`src/rtl/lcd_decoder_pkg.sv`:
```
// Shared constants, types and instruction decode for the two-chip LCD bus decoder.
package lcd_decoder_pkg;

  localparam int unsigned LCD_DATA_BIT_WIDTH   = 8;
  localparam int unsigned LCD_COL_SELECT_COUNT = 2;

  localparam logic LCD_INSTRUCTION = 1'b0;
  localparam logic LCD_DATA        = 1'b1;
  localparam logic LCD_WRITE       = 1'b0;

  localparam int unsigned LCD_STATUS_BUSY_BIT  = 7;
  localparam int unsigned LCD_STATUS_OFF_BIT   = 5;
  localparam int unsigned LCD_STATUS_RESET_BIT = 4;
  localparam int unsigned LCD_ADDR_Y_WRAP      = 64;

  typedef enum logic [2:0] {
    OpInvalid,
    OpOnOff,
    OpSetY,
    OpSetX,
    OpSetStart
  } inst_op_e;

  typedef struct packed {
    logic       chip;
    logic [2:0] page;
    logic [5:0] col;
    logic [7:0] data;
  } fb_wr_t;

  function automatic inst_op_e decode_inst(input logic [7:0] b);
    if (b[7:1] == 7'b0011111) begin
      return OpOnOff;
    end else if (b[7:6] == 2'b01) begin
      return OpSetY;
    end else if (b[7:3] == 5'b10111) begin
      return OpSetX;
    end else if (b[7:6] == 2'b11) begin
      return OpSetStart;
    end
    return OpInvalid;
  endfunction

endpackage

```
`src/rtl/lcd_decoder_if.sv`:
```
// Two-chip graphic LCD bus as seen between encoder (master) and panel (slave).
interface lcd_decoder_if;
  import lcd_decoder_pkg::*;

  logic [LCD_DATA_BIT_WIDTH-1:0]   data;
  logic [LCD_COL_SELECT_COUNT-1:0] cs;
  logic                            io;
  logic                            wr;
  logic                            en;
  logic                            reset_n;

  modport master (output data, cs, io, wr, en, reset_n);
  modport slave  (input data, cs, io, wr, en, reset_n);
endinterface

```
`src/rtl/lcd_decoder_chip.sv`:
```
// Per-chip controller state: Y/X/start/on registers, instruction apply and busy countdown.
module lcd_decoder_chip
  import lcd_decoder_pkg::*;
#(
  parameter int unsigned BUSY_CYCLES = 4
) (
  input  logic       clk_lcd,
  input  logic       reset,
  input  logic       panel_reset,
  input  logic       inst_we,
  input  logic [7:0] inst_byte,
  input  logic       data_we,
  input  logic       load_busy,
  output logic [5:0] y,
  output logic [2:0] x,
  output logic [5:0] start,
  output logic       on,
  output logic       busy
);

  localparam int unsigned CntW = (BUSY_CYCLES < 1) ? 1 : $clog2(BUSY_CYCLES + 1);

  logic [5:0]      y_q, y_d;
  logic [2:0]      x_q, x_d;
  logic [5:0]      start_q, start_d;
  logic            on_q, on_d;
  logic [CntW-1:0] cnt_q, cnt_d;
  inst_op_e        op;

  assign op = decode_inst(inst_byte);

  always_comb begin
    y_d     = y_q;
    x_d     = x_q;
    start_d = start_q;
    on_d    = on_q;
    if (inst_we) begin
      case (op)
        OpOnOff:    on_d    = inst_byte[0];
        OpSetY:     y_d     = inst_byte[5:0];
        OpSetX:     x_d     = inst_byte[2:0];
        OpSetStart: start_d = inst_byte[5:0];
        default:    ;
      endcase
    end else if (data_we) begin
      // Column auto-increments after each data write; page is left alone.
      y_d = (y_q == 6'(LCD_ADDR_Y_WRAP - 1)) ? '0 : y_q + 6'd1;
    end
  end

  always_comb begin
    cnt_d = cnt_q;
    if (load_busy) begin
      cnt_d = CntW'(BUSY_CYCLES);
    end else if (cnt_q != '0) begin
      cnt_d = cnt_q - CntW'(1);
    end
  end

  always_ff @(posedge clk_lcd) begin
    if (reset) begin
      y_q     <= '0;
      x_q     <= '0;
      start_q <= '0;
      on_q    <= 1'b0;
      cnt_q   <= '0;
    end else if (panel_reset) begin
      y_q     <= '0;
      x_q     <= '0;
      start_q <= '0;
      on_q    <= 1'b0;
      cnt_q   <= cnt_d;
    end else begin
      y_q     <= y_d;
      x_q     <= x_d;
      start_q <= start_d;
      on_q    <= on_d;
      cnt_q   <= cnt_d;
    end
  end

  assign y     = y_q;
  assign x     = x_q;
  assign start = start_q;
  assign on    = on_q;
  assign busy  = (cnt_q != '0);

endmodule

```
`src/rtl/lcd_decoder.sv`:
```
// Panel-side LCD bus decoder: captures the bus, decodes each lcd_en fall into chip state
// updates and a serialised stream of frame-memory writes.
module lcd_decoder
  import lcd_decoder_pkg::*;
#(
  parameter int unsigned BUSY_CYCLES = 4
) (
  input  logic                clk_lcd,
  input  logic                reset,
  lcd_decoder_if.slave        bus,
  output logic [7:0]          status_data,
  output logic                fb_we,
  output logic                fb_chip,
  output logic [2:0]          fb_page,
  output logic [5:0]          fb_col,
  output logic [7:0]          fb_data,
  output logic [1:0]          display_on,
  output logic [11:0]         start_line,
  output logic                err,
  input  logic                err_clear
);

  localparam int unsigned FifoDepth = 3;

  logic       en_q;
  logic [7:0] cap_data_q;
  logic [1:0] cap_cs_q;
  logic       cap_io_q;
  logic       cap_wr_q;

  logic fall, dec, is_wr, inst_we, data_we, data_rd, inst_err, overrun, ovf;

  logic [5:0] chip_y     [2];
  logic [2:0] chip_x     [2];
  logic [5:0] chip_start [2];
  logic [1:0] chip_on;
  logic [1:0] chip_busy;

  fb_wr_t     fifo_q [FifoDepth];
  fb_wr_t     fifo_d [FifoDepth];
  logic [1:0] fifo_cnt_q, fifo_cnt_d;
  fb_wr_t     cand   [8];
  logic [2:0] cand_n;
  fb_wr_t     fb_q, fb_d;
  logic       fb_we_q, fb_we_d;
  logic       err_q, err_d;
  logic [7:0] status_q, status_d;
  logic       sel;

  always_ff @(posedge clk_lcd) begin
    if (reset) begin
      en_q       <= 1'b0;
      cap_data_q <= '0;
      cap_cs_q   <= '0;
      cap_io_q   <= 1'b0;
      cap_wr_q   <= 1'b0;
    end else begin
      en_q <= bus.en;
      if (bus.en) begin
        cap_data_q <= bus.data;
        cap_cs_q   <= bus.cs;
        cap_io_q   <= bus.io;
        cap_wr_q   <= bus.wr;
      end
    end
  end

  // Falls are decoded from the captured bus only; the live bus may already have moved on.
  assign fall     = en_q & ~bus.en;
  assign dec      = fall & bus.reset_n & (cap_cs_q != '0);
  assign is_wr    = (cap_wr_q == LCD_WRITE);
  assign inst_we  = dec & is_wr & (cap_io_q == LCD_INSTRUCTION);
  assign data_we  = dec & is_wr & (cap_io_q == LCD_DATA);
  assign data_rd  = dec & ~is_wr & (cap_io_q == LCD_DATA);
  assign inst_err = inst_we & (decode_inst(cap_data_q) == OpInvalid);
  assign overrun  = (inst_we | data_we) & ((fifo_cnt_q != '0) | ((cap_cs_q & chip_busy) != '0));

  for (genvar i = 0; i < 2; i++) begin : g_chip
    lcd_decoder_chip #(
      .BUSY_CYCLES (BUSY_CYCLES)
    ) u_chip (
      .clk_lcd     (clk_lcd),
      .reset       (reset),
      .panel_reset (~bus.reset_n),
      .inst_we     (inst_we & cap_cs_q[i]),
      .inst_byte   (cap_data_q),
      .data_we     (data_we & cap_cs_q[i]),
      .load_busy   ((inst_we | data_we) & cap_cs_q[i]),
      .y           (chip_y[i]),
      .x           (chip_x[i]),
      .start       (chip_start[i]),
      .on          (chip_on[i]),
      .busy        (chip_busy[i])
    );
  end

  // Queued writes go out first, then the new ones in chip order, one per cycle.
  always_comb begin
    for (int i = 0; i < 8; i++) begin
      cand[i] = '0;
    end
    for (int i = 0; i < FifoDepth; i++) begin
      cand[i] = fifo_q[i];
    end
    cand_n = {1'b0, fifo_cnt_q};
    if (data_we && cap_cs_q[0]) begin
      cand[cand_n] = '{chip: 1'b0, page: chip_x[0], col: chip_y[0], data: cap_data_q};
      cand_n       = cand_n + 3'd1;
    end
    if (data_we && cap_cs_q[1]) begin
      cand[cand_n] = '{chip: 1'b1, page: chip_x[1], col: chip_y[1], data: cap_data_q};
      cand_n       = cand_n + 3'd1;
    end
    fb_d    = cand[0];
    fb_we_d = (cand_n != '0);
    for (int i = 0; i < FifoDepth; i++) begin
      fifo_d[i] = cand[i+1];
    end
    ovf = 1'b0;
    if (cand_n == '0) begin
      fifo_cnt_d = '0;
    end else if (cand_n > 3'(FifoDepth + 1)) begin
      fifo_cnt_d = 2'(FifoDepth);
      ovf        = 1'b1;
    end else begin
      fifo_cnt_d = 2'(cand_n - 3'd1);
    end
  end

  assign err_d = (err_q & ~err_clear) | inst_err | data_rd | overrun | ovf;
  assign sel   = ~bus.cs[0];

  always_comb begin
    status_d = status_q;
    if (bus.en && (bus.wr != LCD_WRITE)) begin
      status_d = '0;
      if ((bus.io == LCD_INSTRUCTION) && (bus.cs != '0)) begin
        status_d[LCD_STATUS_BUSY_BIT]  = chip_busy[sel] | ~bus.reset_n;
        status_d[LCD_STATUS_OFF_BIT]   = ~chip_on[sel];
        status_d[LCD_STATUS_RESET_BIT] = ~bus.reset_n;
      end
    end
  end

  always_ff @(posedge clk_lcd) begin
    if (reset) begin
      for (int i = 0; i < FifoDepth; i++) begin
        fifo_q[i] <= '0;
      end
      fifo_cnt_q <= '0;
      fb_q       <= '0;
      fb_we_q    <= 1'b0;
      err_q      <= 1'b0;
      status_q   <= '0;
    end else begin
      for (int i = 0; i < FifoDepth; i++) begin
        fifo_q[i] <= fifo_d[i];
      end
      fifo_cnt_q <= fifo_cnt_d;
      fb_q       <= fb_d;
      fb_we_q    <= fb_we_d;
      err_q      <= err_d;
      status_q   <= status_d;
    end
  end

  assign status_data = status_q;
  assign fb_we       = fb_we_q;
  assign fb_chip     = fb_q.chip;
  assign fb_page     = fb_q.page;
  assign fb_col      = fb_q.col;
  assign fb_data     = fb_q.data;
  assign display_on  = chip_on;
  assign start_line  = {chip_start[1], chip_start[0]};
  assign err         = err_q;

endmodule

```
`src/flat_wrapper.sv`:
```
// flat-port wrapper written by rule: the top's interface ports become plain ports
module lcd_decoder_flat import lcd_decoder_pkg::*;
#(
  parameter int unsigned BUSY_CYCLES = 4
)
  (clk_lcd, reset, status_data, fb_we, fb_chip, fb_page, fb_col, fb_data, display_on, start_line, err, err_clear, bus_data, bus_cs, bus_io, bus_wr, bus_en, bus_reset_n);
  lcd_decoder_if bus_i ();
  input  logic clk_lcd;
  input  logic reset;
  output logic [7:0] status_data;
  output logic fb_we;
  output logic fb_chip;
  output logic [2:0] fb_page;
  output logic [5:0] fb_col;
  output logic [7:0] fb_data;
  output logic [1:0] display_on;
  output logic [11:0] start_line;
  output logic err;
  input  logic err_clear;
  input wire logic [$bits(bus_i.data)-1:0] bus_data;
  input wire logic [$bits(bus_i.cs)-1:0] bus_cs;
  input wire logic [$bits(bus_i.io)-1:0] bus_io;
  input wire logic [$bits(bus_i.wr)-1:0] bus_wr;
  input wire logic [$bits(bus_i.en)-1:0] bus_en;
  input wire logic [$bits(bus_i.reset_n)-1:0] bus_reset_n;
  assign bus_i.data = bus_data;
  assign bus_i.cs = bus_cs;
  assign bus_i.io = bus_io;
  assign bus_i.wr = bus_wr;
  assign bus_i.en = bus_en;
  assign bus_i.reset_n = bus_reset_n;
  lcd_decoder #(.BUSY_CYCLES(BUSY_CYCLES)) u_core (.clk_lcd(clk_lcd), .reset(reset), .bus(bus_i), .status_data(status_data), .fb_we(fb_we), .fb_chip(fb_chip), .fb_page(fb_page), .fb_col(fb_col), .fb_data(fb_data), .display_on(display_on), .start_line(start_line), .err(err), .err_clear(err_clear));
endmodule
```
`config.mk`:
```
export PLATFORM = sky130hd
export DESIGN_NAME = lcd_decoder_flat
export DESIGN_NICKNAME = d
export VERILOG_FILES = /design/src/rtl/lcd_decoder_pkg.sv /design/src/rtl/lcd_decoder_if.sv /design/src/rtl/lcd_decoder_chip.sv /design/src/rtl/lcd_decoder.sv /design/src/flat_wrapper.sv
export SDC_FILE = /design/constraint.sdc
export NUM_CORES = 1
export LEC_CHECK = 0
export BUFFER_PORTS_ARGS = -buffer_cell sky130_fd_sc_hd__buf_4
export CAP_MARGIN = 30
export CORE_ASPECT_RATIO = 1.75
export CORE_MARGIN = 2
export CORE_UTILIZATION = 35
export CTS_CLUSTER_SIZE = 40
export DETAILED_ROUTE_END_ITERATION = 8
export GPL_ROUTABILITY_DRIVEN = 0
export GPL_TIMING_DRIVEN = 0
export PLACE_DENSITY = 0.48
export SLEW_MARGIN = 5
export SYNTH_ARGS = -nofsm -noshare
export SYNTH_HDL_FRONTEND = slang
export SYNTH_SLANG_ARGS = --single-unit
```
`constraint.sdc`:
```
create_clock -name clk_lcd -period 3.5 [get_ports clk_lcd]
set_input_delay 0.7 -clock clk_lcd [delete_from_list [all_inputs] [get_ports clk_lcd]]
set_output_delay 0.7 -clock clk_lcd [all_outputs]
set_load 0.1 [all_outputs]
```
==> flow_summary.ini, run 1 <==
[clocking]
worst_skew_pair.late_latency_ns = 0.42
ctsHoldBuffers = 0
cts_made_buffers = 17
cts.sinks = 130
clkTransAtPathRegs_ns = 0.06
cts_root_buf = clkbuf_16
clk_path_buf_depth = 2
post_cts_resized = 0
cts_tree = yes
post_cts_buffers = 0
htreeDepth = 4

[synth]
synthTopCellsByArea = dfxtp_1 41%, mux2i_1 12%, nand2b_1 5.1%
synth_ff_type = dfxtp_1
syn_inst = 699
ys_ff_latch = 130
ys_async_sr_fraction_pct = 0
avgSynthCellArea_um2 = 8.98
yosysTopAreaCell = dfxtp_1
synth_top_area_share_pct = 41.5
synthDistinctLibCells = 58
syn_area_um2 = 6280
yosysWarningCount = 0
yosysSeqAreaShare_pct = 41.5
synth_edf_count = 0

[floorplan]
num_rows = 64
start_util_pct = 35.8
fp.dieW_um = 105
io-pin-count = 59
die-area_um2 = 19100
core_um2 = 17500
die_h_um = 181

[drt]
viasPerCell = 5.22
vias = 5311
routedWlPerCell_um = 17.8
drt-initial-drc-count = 225
drtAntennaViolNets = 0
routed_wl_um = 18100
drc_errors = 0
drtPass1Iterations = 4

[placement]
io_buffers = 52
dp.final_hpwl_um = 13600
placed_cells = 986

[sta]
grt_setup_unrepaired = no
fin_hold_ws_ns = 0.453
period_share_pct = 82.2
clock_skew_ns = 0.00957
fin_setup_tns_ns = 0
final.min_clock_period_ns = 2.88
setup_viol = 0
slew_headroom_pct = 49.4
fmax_mhz = 348
finalMaxSlewViolations = 0
hold_viol = 0
worstMarginPinSlew_ns = 0.758

[global_routing]
grt_pass1_vias = 5427
grt_first_pass_wirelength_um = 29400
grt-ovfl-total = 0
antenna_found_initial = 0
grt_max_degree = 17
groute.usage.overall_pct = 19.8

[run_status]
status = finished clean

[worst_setup_path]
worstRegToRegCells = 11
endpoint = u_core.fifo_cnt_q[0]
worstReg2RegEnd = u_core.fifo_cnt_q[0]
r2r_slack_ns = 0.62
cp.arrival_ns = 3.16
path_max_fanout = 10
crit_slowest_cell = dfxtp_1
path_class = reg2reg
cpPeakStageDelay_ns = 0.52
cp_cell_sequence = and4b_1 > buf_2 > buf_2 > buf_2 > nand2_1 > o21ai_0 > ha_1 > inv_1 > or3_1 > nand4_1 > o2bb2ai_1
startpoint = u_core.cap_io_q
endpoint_kind = register
crit_top_cell = buf_2
r2r_start = u_core.cap_io_q
cp-start-kind = register
required_ns = 3.79

[cells_and_area]
syn2layout_area_growth_pct = 20.8
fin_nets = 803
diodes = 0
final_cells = 1018
drive_gt1_share_pct = 15.2
fillCellCount = 1732

[power_and_ir_drop]
ir_drop_mv = 0.307
power_density_nw_per_um2 = 511
p_leak_nw = 2.92

[run]
maxCapViolations = 0

[min_path]
hold_class = reg2reg
## layout make-up
type / instances / area [um2] / share of cell area, %
Buffer: 57 / 274 / 3.61
Clock buffer: 22 / 454 / 5.99
Clock inverter: 10 / 158 / 2.08
Inverter: 13 / 48.8 / 0.643
Multi-Input combinational cell: 503 / 3370 / 44.4
Sequential cell: 130 / 2600 / 34.3
Tap cell: 231 / 289 / 3.81
Timing Repair Buffer: 52 / 390 / 5.15
## power by group
part	switching [W]	internal (W)
sequential	0.0000417	0.00153
clock	0.000664	0.00121
combinational	0.000280	0.000155
## stage by stage
step	cell area, um2	power (W)	setup WS, ns	utilization (%)
after global placement	6970	0.00201	0.309	39.8
after global routing	7580	0.00402	0.390	43.3
final	7580	0.00387	0.623	43.3
after detailed placement	6970	0.00203	0.276	39.8
after CTS	7580	0.00391	0.606	43.3
after floorplan	6290	0.00191	0.748	-
## registers in the layout (all words and copies together) (netlist names), 6 cells and up
name,count
u_core.g_chip.u_chip.start,12
u_core.g_chip.u_chip.y,12
u_core.g_chip.u_chip.x,6
u_core.fifo_q,54
u_core.fb_data,8
u_core.cap_data_q,8
u_core.fb_col,6
u_core.g_chip.u_chip.cnt_q,6
## worst min path at each step
stage                                    start                   end  slack (ns)  cells past startpoint
after global routing      u_core.fifo_q[0][39]  u_core.fifo_q[0][21]        0.47                      2
after floorplan           u_core.fifo_q[0][18]   u_core.fifo_q[0][0]        0.44                      2
after global placement    u_core.fifo_q[0][20]   u_core.fifo_q[0][2]        0.44                      2
after detailed placement  u_core.fifo_q[0][38]  u_core.fifo_q[0][20]        0.45                      2
after CTS                 u_core.fifo_q[0][38]  u_core.fifo_q[0][20]        0.45                      2
final                     u_core.fifo_q[0][20]   u_core.fifo_q[0][2]        0.45                      2
## worst max-delay path, delay by kind of cell, from the launching register on
family          cells  cell delay [ns]
buf+inv             4             0.79
compound gates      2             0.31
simple gates        4             0.84
flops               1             0.52
fa+ha+maj           1             0.29
## cell usage after synthesis, drive strengths merged (2+ instances only)
cell type	instances
a311oi	3
nand4b	2
nor3	11
a21o	27
a21oi	49
buf	25
and3	5
o211ai	11
nand2	37
o21ai	56
mux2i	74
a31oi	4
nand4	2
xnor2	5
or2	2
inv	13
or3	3
o22ai	2
nand3b	6
o21bai	2
nor2	40
nor4	2
nor2b	7
o21a	3
dfxtp	130
a211oi	11
and3b	4
nand2b	51
ha	12
a2111oi	3
clkbuf	32
nand3	51
a31o	2
## cell usage in the layout, fill, tap and decap left out, types with 13 or more instances in the layout
master,Yosys,layout
nor2_1,40,40
mux2i_1,74,74
inv_1,13,13
dfxtp_1,130,130
clkbuf_16,0,17
nand2b_1,51,51
a21oi_1,49,49
o21ai_0,53,53
a21o_1,27,27
nand2_1,37,37
nand3_1,50,50
buf_4,9,61
clkbuf_1,32,36
## logic make-up (layout without fill, tap and decap cells)
group / after synthesis / count (layout) / share of synthesized area, %
adders and majority gates: 12 / 12 / 2.39
xor gates and xnor gates: 6 / 6 / 0.837
buffers and inverters: 70 / 154 / 5.14
other: 1 / 5 / 0.0597
muxes: 74 / 74 / 11.8
and+or+nand+nor: 226 / 226 / 19.3
DFF: 130 / 130 / 41.5
AOI/OAI and AO/OA: 180 / 180 / 19.0
## routing by layer
layer,global-route usage (%),routed length [um],vias to the layer above
li1,-,-,2615
met1,21.7,7390,2536
met2,36.6,9640,126
met3,4.00,555,34
met4,7.89,563,0
met5,0,0,-
(Power assumes the default switching activity.)
==> run 2, diff against run 1 <==
PLACE_DENSITY = 0.5   (was 0.48)
clock period = 2.4 ns   (was 3.5 ns; I/O delays follow)
==> flow_summary.ini, run 2 (synthesis results as in run 1) <==
[run_status]
status = finished clean

[drt]
viasPerCell = 5.23
drtPass1Iterations = 7
vias = 5340
routedWlPerCell_um = 17.5
drtAntennaViolNets = 0
drc_errors = 0
routed_wl_um = 17900
drt-initial-drc-count = 208

[cells_and_area]
final_cells = 1022
largest_register_ffs = 54
fillCellCount = 1744
top_register = u_core.fifo_q
fin_nets = 807
layout_commonest_cell = dfxtp_1
syn2layout_area_growth_pct = 21.1
mostFrequentLayoutCells = 125 x dfxtp_1, 74 x mux2i_1, 66 x buf_4
drive_gt1_share_pct = 17.3
diodes = 0

[worst_setup_path]
cp.arrival_ns = 2.56
r2r_slack_ns = 0.14
path_class = reg2reg
path_max_fanout = 10
required_ns = 2.70
cp-start-kind = register
endpoint_kind = register

[sta]
grt_setup_unrepaired = no
fin_hold_ws_ns = 0.293
slew_headroom_pct = 53.4
period_share_pct = 94.3
fmax_mhz = 442
hold_viol = 0
finalMaxSlewViolations = 0
setup_viol = 0
worstMarginPinSlew_ns = 0.695
final.min_clock_period_ns = 2.26
clock_skew_ns = 0.0120

[run]
maxCapViolations = 0

[clocking]
cts_made_buffers = 17
worst_skew_pair.late_latency_ns = 0.43
cts_tree = yes
clkTransAtPathRegs_ns = 0.06
cts_root_buf = clkbuf_16
ctsHoldBuffers = 0
htreeDepth = 4
cts.sinks = 130
clk_path_buf_depth = 2

[power_and_ir_drop]
p_total_w = 0.00530
power_density_nw_per_um2 = 697
ir_drop_mv = 0.399
p_leak_nw = 2.91

[floorplan]
num_rows = 64
die_h_um = 181
core_um2 = 17500
io-pin-count = 59
die-area_um2 = 19100
start_util_pct = 35.8
fp.dieW_um = 105

[global_routing]
grt_max_degree = 17
groute.usage.overall_pct = 19.6
grt_pass1_vias = 5478
grt-ovfl-total = 0
grt_first_pass_wirelength_um = 29300
antenna_found_initial = 0

[min_path]
hold_class = in2reg

[placement]
placed_cells = 986
dp.final_hpwl_um = 13500
io_buffers = 52
==> run 2: changes by cell type in the layout (fill, tap and decap cells not counted), sizes merged <==
cell / before / now
clkbuf: 54 / 53
clkinvlp: 3 / 6
bufinv: 4 / 0
clkinv: 3 / 6
buf: 77 / 80
==> run 2: power breakdown <==
part           internal, W  leakage, nW  switching (W)
Combinational     0.000238         1.60       0.000406
Clock              0.00137        0.250       0.000999
Sequential         0.00223         1.05      0.0000600
==> run 2: cell type report <==
cell class	count	area (um2)	area share (%)
clock buffer	20	457	6.01
tap	231	289	3.80
inverter	13	48.8	0.642
timing repair buffer	57	428	5.63
clock inverter	12	86.3	1.14
multi-input combinational	503	3400	44.7
sequential	130	2610	34.4
buffer	56	283	3.72
==> run 2: critical path, stage by stage, from the launching register on <==
cell and delay [ns]:
dfxtp_4 0.40, inv_1 0.10, ha_1 0.35, nand3_4 0.08, nand2_1 0.06, ha_1 0.30
o21ai_2 0.14, ha_2 0.21, inv_2 0.04, or3_1 0.29, nand4_1 0.10, o2bb2ai_1 0.07
==> run 2: metal layers <==
layer	up-vias	global-route usage (%)	share of wire, %
met5	-	0	0
met4	0	9.71	3.4
met3	34	3.32	3.6
met2	157	36.2	54
met1	2520	21.2	39
li1	2629	-	-
==> run 2: what timing repair did <==
action | in CTS | in global routing
gates resized for setup | 8 | 6
setup buffers | 2 | 3
cloned | 0 | 0
pin swaps | 1 | 0
endpoints found under the setup margin | 3 | 2
hold endpoints to repair | 0 | 0
==> run 2: path summary, 6_finish.rpt <==
path / from / end / depth (start not counted)
hold / removal: bus_data[4] / u_core.cap_data_q[4] / 3
setup / recovery: u_core.fifo_cnt_q[0] / u_core.fifo_cnt_q[0] / 11
setup reg to reg: u_core.fifo_cnt_q[0] / u_core.fifo_cnt_q[0] / 11
hold reg to reg: u_core.fifo_q[0][43] / u_core.fifo_q[0][25] / 2
==> run 2: through the flow <==
step / setup slack, ns / TNS [ns] / util [%] / cell area (um2)
2_1_floorplan: 0.0127 / 0 / - / 6320
3_3_place_gp: -0.338 / -0.779 / 39.9 / 7000
3_5_place_dp: -0.382 / -0.776 / 39.9 / 7000
4_1_cts: 0.00127 / 0 / 43.2 / 7570
5_1_grt: 0.00476 / 0 / 43.4 / 7600
6_report: 0.137 / 0 / 43.4 / 7600
